==> src/rtl/id_ex_stage_pkg.sv <==
// id_ex_stage_pkg: shared ALU op encodings and ID/EX control word layout
package id_ex_stage_pkg;
    typedef enum logic [2:0] {
        ALU_ADD = 3'd0,
        ALU_SUB = 3'd1,
        ALU_AND = 3'd2,
        ALU_OR  = 3'd3,
        ALU_SLT = 3'd4,
        ALU_XOR = 3'd5,
        ALU_NOR = 3'd6,
        ALU_SLL = 3'd7
    } alu_op_e;

    typedef struct packed {
        logic       reg_write;
        logic       mem_read;
        logic       mem_write;
        logic       mem_to_reg;
        logic       alu_src;
        logic       reg_dst;
        logic [2:0] alu_op;
    } ctl_t;

    localparam ctl_t        BUBBLE_CTL = '0;
    localparam logic [15:0] BUBBLE_MAX = 16'hFFFF;
endpackage

==> src/rtl/id_ex_stage_if.sv <==
// id_ex_stage_if: ID-stage inputs and ID/EX register outputs of the pipeline stage
interface id_ex_stage_if;
    logic        flush_i;
    logic        ctl_reg_write_i, ctl_mem_read_i, ctl_mem_write_i;
    logic        ctl_mem_to_reg_i, ctl_alu_src_i, ctl_reg_dst_i;
    logic [2:0]  ctl_alu_op_i;
    logic [31:0] read_data_1_i, read_data_2_i, imm_ext_i, pc_plus_4_i;
    logic [4:0]  reg_rs_i, reg_rt_i, reg_rd_i;
    logic        ctl_reg_write_IDEX_o, ctl_mem_read_IDEX_o, ctl_mem_write_IDEX_o;
    logic        ctl_mem_to_reg_IDEX_o, ctl_alu_src_IDEX_o, ctl_reg_dst_IDEX_o;
    logic [2:0]  ctl_alu_op_IDEX_o;
    logic [31:0] read_data_1_IDEX_o, read_data_2_IDEX_o, imm_ext_IDEX_o, pc_plus_4_IDEX_o;
    logic [4:0]  reg_rs_IDEX_o, reg_rt_IDEX_o, reg_rd_IDEX_o;
    logic        pc_write_o, if_id_write_o, stall_o;
    logic [15:0] bubble_count_o;

    modport master (
        output flush_i, ctl_reg_write_i, ctl_mem_read_i, ctl_mem_write_i,
               ctl_mem_to_reg_i, ctl_alu_src_i, ctl_reg_dst_i, ctl_alu_op_i,
               read_data_1_i, read_data_2_i, imm_ext_i, pc_plus_4_i,
               reg_rs_i, reg_rt_i, reg_rd_i,
        input  ctl_reg_write_IDEX_o, ctl_mem_read_IDEX_o, ctl_mem_write_IDEX_o,
               ctl_mem_to_reg_IDEX_o, ctl_alu_src_IDEX_o, ctl_reg_dst_IDEX_o,
               ctl_alu_op_IDEX_o, read_data_1_IDEX_o, read_data_2_IDEX_o,
               imm_ext_IDEX_o, pc_plus_4_IDEX_o, reg_rs_IDEX_o, reg_rt_IDEX_o,
               reg_rd_IDEX_o, pc_write_o, if_id_write_o, stall_o, bubble_count_o
    );

    modport slave (
        input  flush_i, ctl_reg_write_i, ctl_mem_read_i, ctl_mem_write_i,
               ctl_mem_to_reg_i, ctl_alu_src_i, ctl_reg_dst_i, ctl_alu_op_i,
               read_data_1_i, read_data_2_i, imm_ext_i, pc_plus_4_i,
               reg_rs_i, reg_rt_i, reg_rd_i,
        output ctl_reg_write_IDEX_o, ctl_mem_read_IDEX_o, ctl_mem_write_IDEX_o,
               ctl_mem_to_reg_IDEX_o, ctl_alu_src_IDEX_o, ctl_reg_dst_IDEX_o,
               ctl_alu_op_IDEX_o, read_data_1_IDEX_o, read_data_2_IDEX_o,
               imm_ext_IDEX_o, pc_plus_4_IDEX_o, reg_rs_IDEX_o, reg_rt_IDEX_o,
               reg_rd_IDEX_o, pc_write_o, if_id_write_o, stall_o, bubble_count_o
    );
endinterface

==> src/rtl/id_ex_stage_hazard_detection_unit.sv <==
// hazard_detection_unit: combinational load-use detector; a flushed ID instruction never stalls
module hazard_detection_unit (
    input  logic       i_idex_mem_read,
    input  logic [4:0] i_idex_rt,
    input  logic [4:0] i_id_rs,
    input  logic [4:0] i_id_rt,
    input  logic       i_flush,
    output logic       o_stall
);
    assign o_stall = i_idex_mem_read && (i_idex_rt != 5'd0) &&
                     ((i_idex_rt == i_id_rs) || (i_idex_rt == i_id_rt)) && !i_flush;
endmodule

==> src/rtl/id_ex_stage.sv <==
// id_ex_stage: ID/EX pipeline register with load-use stall, flush bubbles and a saturating bubble counter
module id_ex_stage
    import id_ex_stage_pkg::*;
(
    input logic          clk,
    input logic          reset,
    id_ex_stage_if.slave bus
);
    ctl_t        r_ctl;
    logic [31:0] r_rd1, r_rd2, r_imm, r_pc4;
    logic [4:0]  r_rs, r_rt, r_rd;
    logic [15:0] r_bubble_count;
    ctl_t        w_ctl_in;
    logic        w_stall, w_bubble;

    assign w_ctl_in = {bus.ctl_reg_write_i, bus.ctl_mem_read_i, bus.ctl_mem_write_i,
                       bus.ctl_mem_to_reg_i, bus.ctl_alu_src_i, bus.ctl_reg_dst_i,
                       bus.ctl_alu_op_i};

    hazard_detection_unit u_hdu (
        .i_idex_mem_read (r_ctl.mem_read),
        .i_idex_rt       (r_rt),
        .i_id_rs         (bus.reg_rs_i),
        .i_id_rt         (bus.reg_rt_i),
        .i_flush         (bus.flush_i),
        .o_stall         (w_stall)
    );

    // A stall and a flush in the same cycle still insert only one bubble
    assign w_bubble = w_stall | bus.flush_i;

    always_ff @(posedge clk or posedge reset) begin
        if (reset) begin
            r_ctl          <= BUBBLE_CTL;
            r_rd1          <= '0;
            r_rd2          <= '0;
            r_imm          <= '0;
            r_pc4          <= '0;
            r_rs           <= '0;
            r_rt           <= '0;
            r_rd           <= '0;
            r_bubble_count <= '0;
        end else begin
            r_ctl <= w_bubble ? BUBBLE_CTL : w_ctl_in;
            r_rd1 <= bus.read_data_1_i;
            r_rd2 <= bus.read_data_2_i;
            r_imm <= bus.imm_ext_i;
            r_pc4 <= bus.pc_plus_4_i;
            r_rs  <= bus.reg_rs_i;
            r_rt  <= bus.reg_rt_i;
            r_rd  <= bus.reg_rd_i;
            if (w_bubble && r_bubble_count != BUBBLE_MAX)
                r_bubble_count <= r_bubble_count + 16'd1;
        end
    end

    assign bus.ctl_reg_write_IDEX_o  = r_ctl.reg_write;
    assign bus.ctl_mem_read_IDEX_o   = r_ctl.mem_read;
    assign bus.ctl_mem_write_IDEX_o  = r_ctl.mem_write;
    assign bus.ctl_mem_to_reg_IDEX_o = r_ctl.mem_to_reg;
    assign bus.ctl_alu_src_IDEX_o    = r_ctl.alu_src;
    assign bus.ctl_reg_dst_IDEX_o    = r_ctl.reg_dst;
    assign bus.ctl_alu_op_IDEX_o     = r_ctl.alu_op;
    assign bus.read_data_1_IDEX_o    = r_rd1;
    assign bus.read_data_2_IDEX_o    = r_rd2;
    assign bus.imm_ext_IDEX_o        = r_imm;
    assign bus.pc_plus_4_IDEX_o      = r_pc4;
    assign bus.reg_rs_IDEX_o         = r_rs;
    assign bus.reg_rt_IDEX_o         = r_rt;
    assign bus.reg_rd_IDEX_o         = r_rd;
    assign bus.stall_o               = w_stall;
    assign bus.pc_write_o            = ~w_stall;
    assign bus.if_id_write_o         = ~w_stall;
    assign bus.bubble_count_o        = r_bubble_count;
endmodule

==> src/flat_wrapper.sv <==
// flat-port wrapper written by rule: the top's interface ports become plain ports
module id_ex_stage_flat import id_ex_stage_pkg::*;
  (clk, reset, bus_flush_i, bus_ctl_reg_write_i, bus_ctl_mem_read_i, bus_ctl_mem_write_i, bus_ctl_mem_to_reg_i, bus_ctl_alu_src_i, bus_ctl_reg_dst_i, bus_ctl_alu_op_i, bus_read_data_1_i, bus_read_data_2_i, bus_imm_ext_i, bus_pc_plus_4_i, bus_reg_rs_i, bus_reg_rt_i, bus_reg_rd_i, bus_ctl_reg_write_IDEX_o, bus_ctl_mem_read_IDEX_o, bus_ctl_mem_write_IDEX_o, bus_ctl_mem_to_reg_IDEX_o, bus_ctl_alu_src_IDEX_o, bus_ctl_reg_dst_IDEX_o, bus_ctl_alu_op_IDEX_o, bus_read_data_1_IDEX_o, bus_read_data_2_IDEX_o, bus_imm_ext_IDEX_o, bus_pc_plus_4_IDEX_o, bus_reg_rs_IDEX_o, bus_reg_rt_IDEX_o, bus_reg_rd_IDEX_o, bus_pc_write_o, bus_if_id_write_o, bus_stall_o, bus_bubble_count_o);
  id_ex_stage_if bus_i ();
  input logic clk;
  input logic reset;
  input wire logic [$bits(bus_i.flush_i)-1:0] bus_flush_i;
  input wire logic [$bits(bus_i.ctl_reg_write_i)-1:0] bus_ctl_reg_write_i;
  input wire logic [$bits(bus_i.ctl_mem_read_i)-1:0] bus_ctl_mem_read_i;
  input wire logic [$bits(bus_i.ctl_mem_write_i)-1:0] bus_ctl_mem_write_i;
  input wire logic [$bits(bus_i.ctl_mem_to_reg_i)-1:0] bus_ctl_mem_to_reg_i;
  input wire logic [$bits(bus_i.ctl_alu_src_i)-1:0] bus_ctl_alu_src_i;
  input wire logic [$bits(bus_i.ctl_reg_dst_i)-1:0] bus_ctl_reg_dst_i;
  input wire logic [$bits(bus_i.ctl_alu_op_i)-1:0] bus_ctl_alu_op_i;
  input wire logic [$bits(bus_i.read_data_1_i)-1:0] bus_read_data_1_i;
  input wire logic [$bits(bus_i.read_data_2_i)-1:0] bus_read_data_2_i;
  input wire logic [$bits(bus_i.imm_ext_i)-1:0] bus_imm_ext_i;
  input wire logic [$bits(bus_i.pc_plus_4_i)-1:0] bus_pc_plus_4_i;
  input wire logic [$bits(bus_i.reg_rs_i)-1:0] bus_reg_rs_i;
  input wire logic [$bits(bus_i.reg_rt_i)-1:0] bus_reg_rt_i;
  input wire logic [$bits(bus_i.reg_rd_i)-1:0] bus_reg_rd_i;
  output wire logic [$bits(bus_i.ctl_reg_write_IDEX_o)-1:0] bus_ctl_reg_write_IDEX_o;
  output wire logic [$bits(bus_i.ctl_mem_read_IDEX_o)-1:0] bus_ctl_mem_read_IDEX_o;
  output wire logic [$bits(bus_i.ctl_mem_write_IDEX_o)-1:0] bus_ctl_mem_write_IDEX_o;
  output wire logic [$bits(bus_i.ctl_mem_to_reg_IDEX_o)-1:0] bus_ctl_mem_to_reg_IDEX_o;
  output wire logic [$bits(bus_i.ctl_alu_src_IDEX_o)-1:0] bus_ctl_alu_src_IDEX_o;
  output wire logic [$bits(bus_i.ctl_reg_dst_IDEX_o)-1:0] bus_ctl_reg_dst_IDEX_o;
  output wire logic [$bits(bus_i.ctl_alu_op_IDEX_o)-1:0] bus_ctl_alu_op_IDEX_o;
  output wire logic [$bits(bus_i.read_data_1_IDEX_o)-1:0] bus_read_data_1_IDEX_o;
  output wire logic [$bits(bus_i.read_data_2_IDEX_o)-1:0] bus_read_data_2_IDEX_o;
  output wire logic [$bits(bus_i.imm_ext_IDEX_o)-1:0] bus_imm_ext_IDEX_o;
  output wire logic [$bits(bus_i.pc_plus_4_IDEX_o)-1:0] bus_pc_plus_4_IDEX_o;
  output wire logic [$bits(bus_i.reg_rs_IDEX_o)-1:0] bus_reg_rs_IDEX_o;
  output wire logic [$bits(bus_i.reg_rt_IDEX_o)-1:0] bus_reg_rt_IDEX_o;
  output wire logic [$bits(bus_i.reg_rd_IDEX_o)-1:0] bus_reg_rd_IDEX_o;
  output wire logic [$bits(bus_i.pc_write_o)-1:0] bus_pc_write_o;
  output wire logic [$bits(bus_i.if_id_write_o)-1:0] bus_if_id_write_o;
  output wire logic [$bits(bus_i.stall_o)-1:0] bus_stall_o;
  output wire logic [$bits(bus_i.bubble_count_o)-1:0] bus_bubble_count_o;
  assign bus_i.flush_i = bus_flush_i;
  assign bus_i.ctl_reg_write_i = bus_ctl_reg_write_i;
  assign bus_i.ctl_mem_read_i = bus_ctl_mem_read_i;
  assign bus_i.ctl_mem_write_i = bus_ctl_mem_write_i;
  assign bus_i.ctl_mem_to_reg_i = bus_ctl_mem_to_reg_i;
  assign bus_i.ctl_alu_src_i = bus_ctl_alu_src_i;
  assign bus_i.ctl_reg_dst_i = bus_ctl_reg_dst_i;
  assign bus_i.ctl_alu_op_i = bus_ctl_alu_op_i;
  assign bus_i.read_data_1_i = bus_read_data_1_i;
  assign bus_i.read_data_2_i = bus_read_data_2_i;
  assign bus_i.imm_ext_i = bus_imm_ext_i;
  assign bus_i.pc_plus_4_i = bus_pc_plus_4_i;
  assign bus_i.reg_rs_i = bus_reg_rs_i;
  assign bus_i.reg_rt_i = bus_reg_rt_i;
  assign bus_i.reg_rd_i = bus_reg_rd_i;
  assign bus_ctl_reg_write_IDEX_o = bus_i.ctl_reg_write_IDEX_o;
  assign bus_ctl_mem_read_IDEX_o = bus_i.ctl_mem_read_IDEX_o;
  assign bus_ctl_mem_write_IDEX_o = bus_i.ctl_mem_write_IDEX_o;
  assign bus_ctl_mem_to_reg_IDEX_o = bus_i.ctl_mem_to_reg_IDEX_o;
  assign bus_ctl_alu_src_IDEX_o = bus_i.ctl_alu_src_IDEX_o;
  assign bus_ctl_reg_dst_IDEX_o = bus_i.ctl_reg_dst_IDEX_o;
  assign bus_ctl_alu_op_IDEX_o = bus_i.ctl_alu_op_IDEX_o;
  assign bus_read_data_1_IDEX_o = bus_i.read_data_1_IDEX_o;
  assign bus_read_data_2_IDEX_o = bus_i.read_data_2_IDEX_o;
  assign bus_imm_ext_IDEX_o = bus_i.imm_ext_IDEX_o;
  assign bus_pc_plus_4_IDEX_o = bus_i.pc_plus_4_IDEX_o;
  assign bus_reg_rs_IDEX_o = bus_i.reg_rs_IDEX_o;
  assign bus_reg_rt_IDEX_o = bus_i.reg_rt_IDEX_o;
  assign bus_reg_rd_IDEX_o = bus_i.reg_rd_IDEX_o;
  assign bus_pc_write_o = bus_i.pc_write_o;
  assign bus_if_id_write_o = bus_i.if_id_write_o;
  assign bus_stall_o = bus_i.stall_o;
  assign bus_bubble_count_o = bus_i.bubble_count_o;
  id_ex_stage u_core (.clk(clk), .reset(reset), .bus(bus_i));
endmodule
==> config.mk <==
export PLATFORM = sky130hd
export DESIGN_NAME = id_ex_stage_flat
export DESIGN_NICKNAME = d
export VERILOG_FILES = /design/src/rtl/id_ex_stage_pkg.sv /design/src/rtl/id_ex_stage_if.sv /design/src/rtl/id_ex_stage_hazard_detection_unit.sv /design/src/rtl/id_ex_stage.sv /design/src/flat_wrapper.sv
export SDC_FILE = /design/constraint.sdc
export NUM_CORES = 1
export LEC_CHECK = 0
export CORE_AREA = 2 2 128 130
export CTS_CLUSTER_DIAMETER = 200
export CTS_CLUSTER_SIZE = 20
export DETAILED_ROUTE_END_ITERATION = 16
export DIE_AREA = 0 0 130 132
export PLACE_DENSITY = 0.74
export REMOVE_ABC_BUFFERS = 1
export SYNTH_ARGS = -nofsm -noshare
export SYNTH_HDL_FRONTEND = slang
export SYNTH_SLANG_ARGS = --single-unit
==> constraint.sdc <==
create_clock -name clk -period 7.2 [get_ports clk]
set_input_delay 1.44 -clock clk [delete_from_list [all_inputs] [get_ports clk]]
set_output_delay 1.44 -clock clk [all_outputs]
set_load 0.005 [all_outputs]
==> results.sh <==
export IMPL_maxClockFrequency_ghz=0.207
export IMPL_detailed_placement_hpwl_um=11200
export IMPL_critPathSlowestCell="sky130_fd_sc_hd__clkdlybuf4s50_1"
export IMPL_cp_startpoint="bus_reg_rt_i[4]"
export IMPL_hold_viol_final=0
export IMPL_worst_path_dominant_cell_family="buffers and inverters"
export IMPL_cpPeakStageDelay_ns=0.50
export IMPL_clock_network_latency_to_the_later_pin_of_the_worst_skew_pair_ns=0.41
export IMPL_cts_sinks=168
export IMPL_timing_critical_path_to_type="primary output"
export IMPL_dr_first_iter_drc_count=123
export IMPL_cts_setup_buffers=0
export IMPL_ys_seq_area_share_pct=87.5
export IMPL_drt_vias_per_instance=4.13
export IMPL_grt_overflow=0
export IMPL_post_synth_cell_area_avg_um2=18.7
export IMPL_wl_per_cell_um=17.3
export IMPL_placeableCoreArea_um2=15700
export IMPL_fin_setup_tns_ns=0
export IMPL_drt_first_pass_iters=4
export IMPL_transition_time_of_the_tightest_slew_check_pin_ns=0.958
export IMPL_track_usage_pct=16.7
export IMPL_grt_setup_unrepaired="false"
export IMPL_seq_pwr_share_pct=47.0
export IMPL_finalWorstSetupSlack_ns=2.37
export IMPL_gpl_final_weighted_congestion=0.821
export IMPL_yosysWarningCount=0
export IMPL_width_of_the_die_um=130
export IMPL_p_comb_share_pct=13.3
export IMPL_min_path_type="flip-flop to flip-flop"
export IMPL_internal_power_mw=1.72
export IMPL_cts_hold_buf=0
export IMPL_yosys_register_bits=168
export IMPL_worstPathMaxFanout=3
export IMPL_drv_max_cap_violation_count=0
export IMPL_path_buf_inv=3
export IMPL_final_setup_skew_ns=0.00774
export IMPL_placementRows=46
export IMPL_number_of_buffers_inserted_during_clock_tree_synthesis=17
export IMPL_crit_path_frequent_cell="sky130_fd_sc_hd__clkdlybuf4s50_1"
export IMPL_static_leakage_power_nw=3.74
export IMPL_timing_hold_ws_ns=0.493
export IMPL_vias=3422
export IMPL_power_density_nw_per_um2=253
export IMPL_layout_drive_gt1_share_pct=7.03
export IMPL_clkPwrFrac_pct=39.6
export IMPL_die_height_um=132
export IMPL_switching_share_pct=23.5
export IMPL_layout_commonest_cell="sky130_fd_sc_hd__clkdlybuf4s50_1"
export IMPL_worstPathCellList="clkdlybuf4s50_1 -> xnor2_1 -> nand3_1 -> o22ai_1 -> nand2_1 -> or2_2 -> inv_1 -> clkdlybuf4s50_1"
export IMPL_syn_to_final_growth_pct=85.3
export IMPL_post_route_min_period_ns=4.83
export IMPL_max_clock_path_buffers=2
export IMPL_arrival_ns=3.39
export IMPL_drc_errors=0
export IMPL_filler_cell_count=1262
export IMPL_min_period_over_period_pct=67.1
export IMPL_run_status="finished, final reports clean"
export IMPL_reg2regPathDepth=5
export IMPL_num_io_pins=326
export IMPL_post_synth_inst_count=257
export IMPL_place_ws_ns=2.36
export IMPL_drt_antenna_violating_nets=0
export IMPL_root_driver="sky130_fd_sc_hd__clkbuf_16"
export IMPL_final_setup_viol_count=0
export IMPL_grt_start_max_net_pins=109
export IMPL_first_global_vias=3728
export IMPL_hp_start="u_core.bus.bubble_count_o[11]$_DFFE_PP0P_"
export IMPL_path_class="primary input to primary output"
export IMPL_htreeDepth=4
export IMPL_design_power_total_mw=2.25
export IMPL_yosys_cell_types_count=31
export IMPL_dieArea_um2=17200
export IMPL_global_route_wire_length_before_repair_um=21400
export IMPL_min_delay_worst_endpoint="u_core.bus.bubble_count_o[11]$_DFFE_PP0P_"
export IMPL_p_sw_mw=0.530
export IMPL_routed_wirelength_um=14300
export IMPL_report_final_slew_viol_count=0
export IMPL_r2r_setup_slack_ns=4.62
export IMPL_worst_setup_hold_path_clk_slew_ns=0.07
export IMPL_cts_resized=0
export IMPL_initial_core_utilization_pct=30.6
export IMPL_tritoncts_clock_tree="yes"
export IMPL_setup_worst_path_start_class="primary input"
export IMPL_antenna_found_initial=1
export IMPL_worst_r2r_endpoint="u_core.bus.bubble_count_o[1]$_DFFE_PP0P_"
export IMPL_timing_max_slew_rel_slack_pct=36.1
export IMPL_r2r_start="u_core.bus.reg_rt_IDEX_o[0]$_DFF_PP0_"
export IMPL_worst_hold_path_num_cells=1
export IMPL_port_buffer_count=325
export IMPL_worst_endpoint_required_ns=5.76
export IMPL_num_nets_final=755
export IMPL_post_synth_instance_area_um2=4810
export IMPL_mostFrequentLayoutCells="325 x sky130_fd_sc_hd__clkdlybuf4s50_1, 168 x sky130_fd_sc_hd__dfrtp_1, 17 x sky130_fd_sc_hd__clkbuf_16"
export IMPL_vdd_ir_drop_max_uv=196
## metrics by stage
step	utilization [%]	std cells	cell area, µm²
finish	56.7	829	8910
global route	56.7	829	8910
CTS	56.7	828	8910
detailed placement	53.0	796	8320
global placement	53.0	796	8320
floorplan	-	254	4780
## metal layers
metal / up-vias / track usage, % / routed length, µm
li1: 1531 / - / -
met1: 1685 / 18.1 / 5190
met2: 182 / 29.1 / 7420
met3: 24 / 7.31 / 1410
met4: 0 / 5.50 / 281
met5: - / 0 / 0
## cell families (layout without fill, tap and decap cells)
family,count (synthesis),count (layout),synth area share [%]
adder cells (fa/ha/maj),1,1,0.260
AND/OR/NAND/NOR,51,51,5.99
multiplexers,4,4,0.937
XOR/XNOR,20,20,3.64
flip-flops,168,168,87.5
other,0,1,0
buffers and inverters,5,360,0.625
AO/OA/AOI/OAI,8,8,1.09
## synthesized netlist by cell type
cell	n	share of area, %
sky130_fd_sc_hd__o21a_1	1	0.16
sky130_fd_sc_hd__xor2_1	10	1.8
sky130_fd_sc_hd__nor3b_1	1	0.16
sky130_fd_sc_hd__buf_6	1	0.23
sky130_fd_sc_hd__inv_1	2	0.16
sky130_fd_sc_hd__nand2_1	8	0.62
sky130_fd_sc_hd__or3b_1	1	0.18
sky130_fd_sc_hd__dfrtp_1	168	87
sky130_fd_sc_hd__a21oi_2	1	0.18
sky130_fd_sc_hd__or4_1	1	0.16
sky130_fd_sc_hd__o2bb2ai_1	1	0.18
sky130_fd_sc_hd__buf_4	1	0.16
sky130_fd_sc_hd__nor2_2	1	0.13
sky130_fd_sc_hd__a31oi_1	1	0.13
sky130_fd_sc_hd__ha_1	1	0.26
sky130_fd_sc_hd__and2_1	9	1.2
sky130_fd_sc_hd__mux2_2	4	0.94
sky130_fd_sc_hd__clkbuf_1	1	0.078
sky130_fd_sc_hd__xnor2_1	10	1.8
sky130_fd_sc_hd__nor2_1	4	0.31
sky130_fd_sc_hd__nand4_1	5	0.65
sky130_fd_sc_hd__nand2b_1	1	0.13
sky130_fd_sc_hd__or3_1	1	0.13
sky130_fd_sc_hd__o22ai_1	1	0.13
sky130_fd_sc_hd__or2_2	2	0.26
sky130_fd_sc_hd__nor3_2	1	0.21
sky130_fd_sc_hd__nor4b_1	2	0.36
sky130_fd_sc_hd__nor3_1	7	0.73
sky130_fd_sc_hd__o21ai_0	3	0.31
sky130_fd_sc_hd__nor4_1	2	0.26
sky130_fd_sc_hd__nand3_1	5	0.52
## registers in the layout, indices dropped and copies added (netlist names), 3 cells and up
signal / flops
u_core.bus.imm_ext_IDEX_o: 32
u_core.bus.reg_rd_IDEX_o: 5
u_core.bus.reg_rt_IDEX_o: 5
u_core.bus.bubble_count_o: 16
u_core.bus.pc_plus_4_IDEX_o: 32
u_core.bus.read_data_1_IDEX_o: 32
u_core.bus.reg_rs_IDEX_o: 5
u_core.bus.read_data_2_IDEX_o: 32
u_core.bus.ctl_alu_op_IDEX_o: 3
## power groups by stage
| stage | clock [mW] | combinational [mW] | sequential (mW) |
|---|---|---|---|
| 2_1_floorplan | 0 | 0.0565 | 1.08 |
| 3_3_place_gp | 0 | 0.302 | 1.07 |
| 3_5_place_dp | 0 | 0.305 | 1.08 |
| 4_1_cts | 0.912 | 0.307 | 1.06 |
| 5_1_grt | 0.954 | 0.325 | 1.07 |
| 6_report | 0.893 | 0.300 | 1.06 |
## how the worst max path moves through the flow
stage                                                     endpoint  slack [ns]  cells past startpoint
after floorplan           u_core.bus.bubble_count_o[0]$_DFFE_PP0P_        1.21                      1
after global placement                                 bus_stall_o        2.36                      8
after detailed placement                               bus_stall_o        2.36                      8
after CTS                                              bus_stall_o        2.36                      8
after global routing                                   bus_stall_o        2.23                      8
final                                                  bus_stall_o        2.37                      8
## layout make-up
class / count / area (µm²) / share of cell area (%)
multi-input cells: 84 / 573 / 6.43
clock inverters: 13 / 133 / 1.49
well taps: 216 / 270 / 3.03
flip-flops and latches: 168 / 4200 / 47.2
clock buffers: 19 / 453 / 5.08
diodes: 1 / 2.50 / 0.0281
repair buffers: 326 / 3260 / 36.6
inverters: 2 / 12.5 / 0.140
(Power assumes the default switching activity.)
